**src/rtl/x1_multiplier_pkg.sv**
```systemverilog
// +-----------------------------------------------------------------------------+
// | Package    : mult_pkg                                                        |
// | Description: Shared constants and payload types for the multiplier stages.  |
// | Revision   : 1.0 - initial release                                          |
// +-----------------------------------------------------------------------------+
`default_nettype none

package mult_pkg;

    localparam int W    = 64;
    localparam int N_PP = 5;

    typedef logic [W-1:0] pp_vec_t;

    // Vector k occupies bits [64k+63:64k] of the packed vector array
    typedef struct packed {
        logic                 select_msb;
        logic                 signed_res;
        pp_vec_t [N_PP-1:0]   v;
    } x0x1_pld_t;

    typedef struct packed {
        logic    select_msb;
        logic    signed_res;
        pp_vec_t carry;
        pp_vec_t sum;
    } x1x2_pld_t;

endpackage

`default_nettype wire

```
**src/rtl/csa.sv**
```systemverilog
// +-----------------------------------------------------------------------------+
// | Module     : csa                                                            |
// | Description: 3:2 carry-save adder cell; carry out of the MSB is dropped.    |
// | Revision   : 1.0 - initial release                                          |
// +-----------------------------------------------------------------------------+
`default_nettype none

module csa #(
    parameter int WIDTH = 64
) (
    input  wire logic [WIDTH-1:0] a,
    input  wire logic [WIDTH-1:0] b,
    input  wire logic [WIDTH-1:0] c,
    output logic      [WIDTH-1:0] s0,
    output logic      [WIDTH-1:0] s1
);
    logic [WIDTH-1:0] maj;

    // Bitwise sum and majority carry, carry shifted one place left
    always_comb begin
        maj = (a & b) | (a & c) | (b & c);
        s0  = a ^ b ^ c;
        s1  = {maj[WIDTH-2:0], 1'b0};
    end
endmodule

`default_nettype wire

```
**src/rtl/x1x2_fifo.sv**
```systemverilog
// +-----------------------------------------------------------------------------+
// | Module     : x1x2_fifo                                                      |
// | Description: Circular-buffer FIFO with registered head, synchronous flush   |
// |              and asynchronous active-low reset. Payload type is generic.    |
// | Revision   : 1.0 - initial release                                          |
// +-----------------------------------------------------------------------------+
`default_nettype none

module x1x2_fifo #(
    parameter int  DEPTH = 2,
    parameter type T     = logic [7:0],
    localparam int PW    = (DEPTH > 1) ? $clog2(DEPTH) : 1,
    localparam int CW    = $clog2(DEPTH + 1)
) (
    input  wire logic          clk,
    input  wire logic          reset_n,
    input  wire logic          push,
    input  wire logic          pop,
    input  wire logic          flush,
    input  wire T              wdata,
    output T                   rdata,
    output logic               full,
    output logic               empty,
    output logic [CW-1:0]      count
);
    T              mem_q [DEPTH];
    T              mem_d [DEPTH];
    logic [PW-1:0] wr_ptr_q, wr_ptr_d;
    logic [PW-1:0] rd_ptr_q, rd_ptr_d;
    logic [CW-1:0] count_q, count_d;
    logic          do_push;
    logic          do_pop;

    assign full  = (count_q == CW'(DEPTH));
    assign empty = (count_q == '0);
    assign count = count_q;
    assign rdata = mem_q[rd_ptr_q];

    // Next-state: flush wins over push/pop and keeps entry contents
    always_comb begin
        mem_d    = mem_q;
        wr_ptr_d = wr_ptr_q;
        rd_ptr_d = rd_ptr_q;
        count_d  = count_q;
        do_push  = push && !full  && !flush;
        do_pop   = pop  && !empty && !flush;
        if (flush) begin
            wr_ptr_d = '0;
            rd_ptr_d = '0;
            count_d  = '0;
        end else begin
            if (do_push) begin
                mem_d[wr_ptr_q] = wdata;
                wr_ptr_d        = PW'(wr_ptr_q + 1'b1);
            end
            if (do_pop) begin
                rd_ptr_d = PW'(rd_ptr_q + 1'b1);
            end
            if (do_push && !do_pop) begin
                count_d = count_q + CW'(1);
            end else if (!do_push && do_pop) begin
                count_d = count_q - CW'(1);
            end
        end
    end

    // State registers; reset clears storage so the head reads as zero
    always_ff @(posedge clk or negedge reset_n) begin
        if (!reset_n) begin
            for (int i = 0; i < DEPTH; i++) begin
                mem_q[i] <= T'('0);
            end
            wr_ptr_q <= '0;
            rd_ptr_q <= '0;
            count_q  <= '0;
        end else begin
            mem_q    <= mem_d;
            wr_ptr_q <= wr_ptr_d;
            rd_ptr_q <= rd_ptr_d;
            count_q  <= count_d;
        end
    end
endmodule

`default_nettype wire

```
**src/rtl/x1_multiplier.sv**
```systemverilog
// +-----------------------------------------------------------------------------+
// | Module     : x1_multiplier                                                  |
// | Description: Multiplier stage X1. Pops five partial-sum vectors from the    |
// |              x0x1 FIFO, reduces them to sum/carry with three CSA levels and |
// |              pushes the pair plus flags into the internal x1x2 FIFO.        |
// |              Build option X1_FINAL_ADD_EN: store {0, sum+carry} instead.    |
// | Revision   : 1.0 - initial release                                          |
// +-----------------------------------------------------------------------------+
`default_nettype none

module x1_multiplier #(
    parameter int DEPTH = 2,
    parameter int W     = 64
) (
    input  wire logic           clk,
    input  wire logic           reset_n,
    input  wire logic [5*W-1:0] RES_RX0,
    input  wire logic           SELECT_MSB_RX0,
    input  wire logic           SIGNED_RES_RX0,
    input  wire logic           X0X1_EMPTY_SX0,
    output logic                X0X1_POP_SX1,
    input  wire logic           FLUSH_SX1,
    input  wire logic           X1X2_POP_SX2,
    output logic      [2*W-1:0] RES_RX1,
    output logic                SELECT_MSB_RX1,
    output logic                SIGNED_RES_RX1,
    output logic                X1X2_EMPTY_SX1
);
    import mult_pkg::*;

    localparam int CW = $clog2(DEPTH + 1);

    x0x1_pld_t     rx0_pld;
    x1x2_pld_t     push_pld;
    x1x2_pld_t     head_pld;
    pp_vec_t       s1, c1, s2, c2, sum, carry;
    logic          fifo_full;
    logic          fifo_empty;
    logic [CW-1:0] fifo_count;

    assign rx0_pld = {SELECT_MSB_RX0, SIGNED_RES_RX0, RES_RX0};

    csa #(.WIDTH(64)) u_csa_l1 (.a(rx0_pld.v[0]), .b(rx0_pld.v[1]), .c(rx0_pld.v[2]), .s0(s1),  .s1(c1));
    csa #(.WIDTH(64)) u_csa_l2 (.a(s1),           .b(c1),           .c(rx0_pld.v[3]), .s0(s2),  .s1(c2));
    csa #(.WIDTH(64)) u_csa_l3 (.a(s2),           .b(c2),           .c(rx0_pld.v[4]), .s0(sum), .s1(carry));

    // Pop only with room, no kill and reset released; a pop is also the push
    always_comb begin
        X0X1_POP_SX1 = reset_n && !X0X1_EMPTY_SX0 && !fifo_full && !FLUSH_SX1;
    end

    // Build the entry written into the x1x2 FIFO
    always_comb begin
        push_pld.select_msb = rx0_pld.select_msb;
        push_pld.signed_res = rx0_pld.signed_res;
`ifdef X1_FINAL_ADD_EN
        push_pld.carry      = '0;
        push_pld.sum        = sum + carry;
`else
        push_pld.carry      = carry;
        push_pld.sum        = sum;
`endif
    end

    x1x2_fifo #(
        .DEPTH (DEPTH),
        .T     (x1x2_pld_t)
    ) u_x1x2_fifo (
        .clk     (clk),
        .reset_n (reset_n),
        .push    (X0X1_POP_SX1),
        .pop     (X1X2_POP_SX2),
        .flush   (FLUSH_SX1),
        .wdata   (push_pld),
        .rdata   (head_pld),
        .full    (fifo_full),
        .empty   (fifo_empty),
        .count   (fifo_count)
    );

    // Head of the x1x2 FIFO drives the X2-facing outputs
    always_comb begin
        RES_RX1        = {head_pld.carry, head_pld.sum};
        SELECT_MSB_RX1 = head_pld.select_msb;
        SIGNED_RES_RX1 = head_pld.signed_res;
        X1X2_EMPTY_SX1 = fifo_empty;
    end

    logic unused_count;
    assign unused_count = ^fifo_count;
endmodule

`default_nettype wire

```
**config.mk**
```make
export PLATFORM = sky130hd
export DESIGN_NAME = x1_multiplier
export DESIGN_NICKNAME = d
export VERILOG_FILES = /design/src/rtl/x1_multiplier_pkg.sv /design/src/rtl/csa.sv /design/src/rtl/x1x2_fifo.sv /design/src/rtl/x1_multiplier.sv
export SDC_FILE = /design/constraint.sdc
export NUM_CORES = 1
export LEC_CHECK = 0
export BUFFER_PORTS_ARGS = -buffer_cell sky130_fd_sc_hd__buf_2
export CORE_MARGIN = 5
export CORE_UTILIZATION = 46
export DETAILED_ROUTE_END_ITERATION = 10
export PLACE_DENSITY = 0.73
export SETUP_SLACK_MARGIN = 0.15
export SLEW_MARGIN = 30
export SYNTH_ARGS = -nofsm -noshare
export SYNTH_HDL_FRONTEND = slang
export SYNTH_SLANG_ARGS = --single-unit
```
**constraint.sdc**
```tcl
create_clock -name clk -period 3.3 [get_ports clk]
set_input_delay 0.495 -clock clk [delete_from_list [all_inputs] [get_ports clk]]
set_output_delay 0.495 -clock clk [all_outputs]
set_load 0.005 [all_outputs]
```
==> impl_metrics.csv <==
group,metric,value,unit
status,outcome,"completed",
sta,hold_viol,0,
critical_path,startpoint,"u_x1x2_fifo.rd_ptr_q$_DFFE_PN0P_",
clock_network,cts_buffer_depth,3,
sta,setup_tns,0,ns
clock_network,clock_sinks,262,
finish,design_area,19040,sq um
clock_network,cts_made_buffers,31,
clock_network,cts-htree-levels,1,
finish,antenna_cells,0,
critical_path,reg2reg_depth,4,
placed_design,io_buffer_count,457,
synth,synthTopCellsByArea,"dfrtp_1 (43%), fa_1 (24%), mux2_1 (15%), mux2_2 (13%), buf_6 (0.96%)",
global_route,grt_pass1_vias,10893,
critical_path,crit_chain,"buf_12 -> mux2_2 -> buf_2",
synth,synth_seq_cells,262,
route,drc,0,
sta,final_max_slew_viol_count,0,
route,ant_nets,0,
die,boundaryPins,459,
global_route,grt-ovfl-total,0,
synth,synth_edf_count,0,
die,dieArea,36970,sq um
critical_path,rr_endpoint,"u_x1x2_fifo.mem_q[27]$_DFFE_PN0P_",
route,viasPerCell,5.024,
worst_hold_path,hp-start,"SELECT_MSB_RX0",
route,finalWirelength,36050,um
route,vias,9255,
sta,fmax,368.5,MHz
finish,drive_above_1_share,49.64,%
power_and_ir_drop,power_density,696.0,nW/um^2
sta,fin_ws,0.5865,ns
die,num_rows,66,
synth,async_flop_share,100.0,%
critical_path,worst_path_largest_cell_delay,0.75,ns
critical_path,required,2.80,ns
critical_path,setup.worst_path.class,"reg -> out",
synth,yosysTopAreaCell,"dfrtp_1",
synth,synth_nets,1438,
critical_path,cp.arrival,2.22,ns
synth,ys_seq_area_share,42.89,%
die,fp.dieH,192.3,um
worst_hold_path,min_delay_path_depth,2,
critical_path,critPathSlowestCell,"dfrtp_4",
finish,area_delta_synth_final,24.60,%
placed_design,dp_slack,0.6662,ns
global_route,grt_max_degree,149,
clock_network,cts_setup_buffers,0,
synth,synthDominantCellAreaShare,42.89,%
placed_design,post_dp_cell_area,17960,sq um
clock_network,cts_tree,"done",
route,first_pass_iters,4,
worst_hold_path,hp-class,"in -> reg",
sta,grt_setup_unrepaired,"false",
clock_network,hold_buffers,1,
critical_path,r2r-start,"u_x1x2_fifo.count[1]$_DFFE_PN0P_",
sta,relSlewSlack,44.03,%
clock_network,ctsResizeCount,0,
placed_design,place.gp.congestion,0.7892,
synth,syn_area,15280,sq um
worst_hold_path,min_to,"u_x1x2_fifo.mem_q[259]$_DFFE_PN0P_",
critical_path,regToRegSetupSlack,1.29,ns
sta,worstMarginPinSlew,0.8395,ns
route,drt_iter0_drc,234,
sta,setup_viol,0,
sta,finClkSkew,0.01140,ns
synth,postSynthAreaPerCell,16.58,sq um
placed_design,place_hpwl,27870,um
route,routedWlPerCell,19.57,um
clock_network,clkTransAtPathRegs,0.06,ns
die,core_area,32700,sq um
synth,netlist_instances,922,
finish,final_cell_mix,"buf_2 (456), dfrtp_1 (261), mux2_1 (209), fa_1 (187), mux2_2 (172)",
global_route,grt_pass1_wl,56920,um
critical_path,crit_fanout,54,
sta,period_share,82.23,%
sta,period_minus_slack,2.713,ns
critical_path,crit_path_end_kind,"output port",
power_and_ir_drop,p_leak,8.799,nW
flow_run,cap_violations,0,
finish,fill_cells,2609,
global_route,grt_usage,19.38,%
clock_network,cts-root-buf,"clkbuf_16",
die,start_util,46.74,%
clock_network,clk_latency,0.55,ns
critical_path,critPathLaunchType,"register",
power_and_ir_drop,irDropWorstVdd,0.4156,mV
synth,ys.flop_type,"dfrtp_1",
finish,layout_commonest_cell,"buf_2",
finish,nets,1892,
synth,yosysWarnings,0,
die,die_w,192.3,um
synth,ys_types,32,
global_route,antenna_found_initial,5,
-- cell usage after synthesis (2+ instances only) --
| cell type | n |
|---|---|
| a21oi_1 | 3 |
| mux2_2 | 172 |
| nor2_1 | 2 |
| inv_1 | 10 |
| buf_4 | 13 |
| clkbuf_1 | 6 |
| ha_1 | 2 |
| mux2_1 | 209 |
| fa_1 | 187 |
| buf_2 | 11 |
| nand2_1 | 3 |
| mux2i_1 | 5 |
| xnor3_1 | 2 |
| xnor2_1 | 2 |
| o21ai_0 | 4 |
| buf_1 | 2 |
| buf_6 | 13 |
| dfrtp_1 | 262 |
-- area by class of cell --
class                   instances  area (sq um)  area share (%)
clock inverters                13         158.9          0.8344
multi-input cells             605          8362           43.91
clock buffers                  44         914.6           4.803
well taps                     442         553.0           2.904
flip-flops and latches        262          6560           34.45
inverters                      10         37.54          0.1971
repair buffers                466          2459           12.91
-- state kept, by name, summed over array words and instances, names as in the netlist --
| register | flops |
|---|---|
| u_x1x2_fifo.mem_q | 258 |
| u_x1x2_fifo.rd_ptr_q | 1 |
| u_x1x2_fifo.count | 2 |
| u_x1x2_fifo.wr_ptr_q | 1 |
-- worst max path at each step --
stage | endpoint | slack (ns) | cells after the start
after CTS | RES_RX1[95] | 0.52 | 3
after floorplan | u_x1x2_fifo.mem_q[155]$_DFFE_PN0P_ | 0.99 | 4
after global routing | RES_RX1[120] | 0.49 | 3
after detailed placement | u_x1x2_fifo.mem_q[27]$_DFFE_PN0P_ | 0.67 | 5
final | RES_RX1[122] | 0.59 | 3
after global placement | u_x1x2_fifo.mem_q[159]$_DFFE_PN0P_ | 0.71 | 5
-- power breakdown --
| part | switching (mW) | internal, mW |
|---|---|---|
| sequential | 0.632 | 4.60 |
| clock | 1.34 | 2.16 |
| combinational | 1.98 | 2.55 |
| total | 3.95 | 9.31 |
-- layer usage --
| metal | vias up | GRT usage (%) | share of wire [%] | wire length (um) |
|---|---|---|---|---|
| li1 | 4099 | - | - | - |
| met1 | 4808 | 23.62 | 38 | 13720 |
| met2 | 286 | 34.46 | 52 | 18690 |
| met3 | 54 | 5.029 | 7.7 | 2758 |
| met4 | 8 | 4.855 | 2.3 | 822 |
| met5 | - | 0 | 0.17 | 61 |
-- per-stage QoR --
| step | hold WS, ns | power, mW | util [%] | std cells |
|---|---|---|---|---|
| global route | 0.1770 | 14.22 | 58.24 | 1842 |
| floorplan | 0.1994 | 7.779 | - | 922 |
| finish | 0.1798 | 13.25 | 58.24 | 1842 |
| detailed placement | 0.4051 | 9.896 | 54.91 | 1784 |
| global placement | 0.4036 | 9.662 | 54.91 | 1784 |
| CTS | 0.1502 | 13.50 | 58.23 | 1842 |
-- worst max-delay path: cells and delay by family (launching register included) --
kind | cells | cell delay [ns]
buffers and inverters | 2 | 0.49
DFF | 1 | 0.75
muxes | 1 | 0.38
-- kinds of logic after synthesis --
logic type      after synthesis  share of synthesized area (%)
other cells                   1                        0.02453
mux                         386                          28.40
buf+inv                      55                          2.398
fa+ha+maj                   189                          24.66
simple gates                 14                         0.7859
compound gates               10                         0.3766
xor+xnor                      5                         0.4666
flops                       262                          42.89
(Power assumes the default switching activity.)
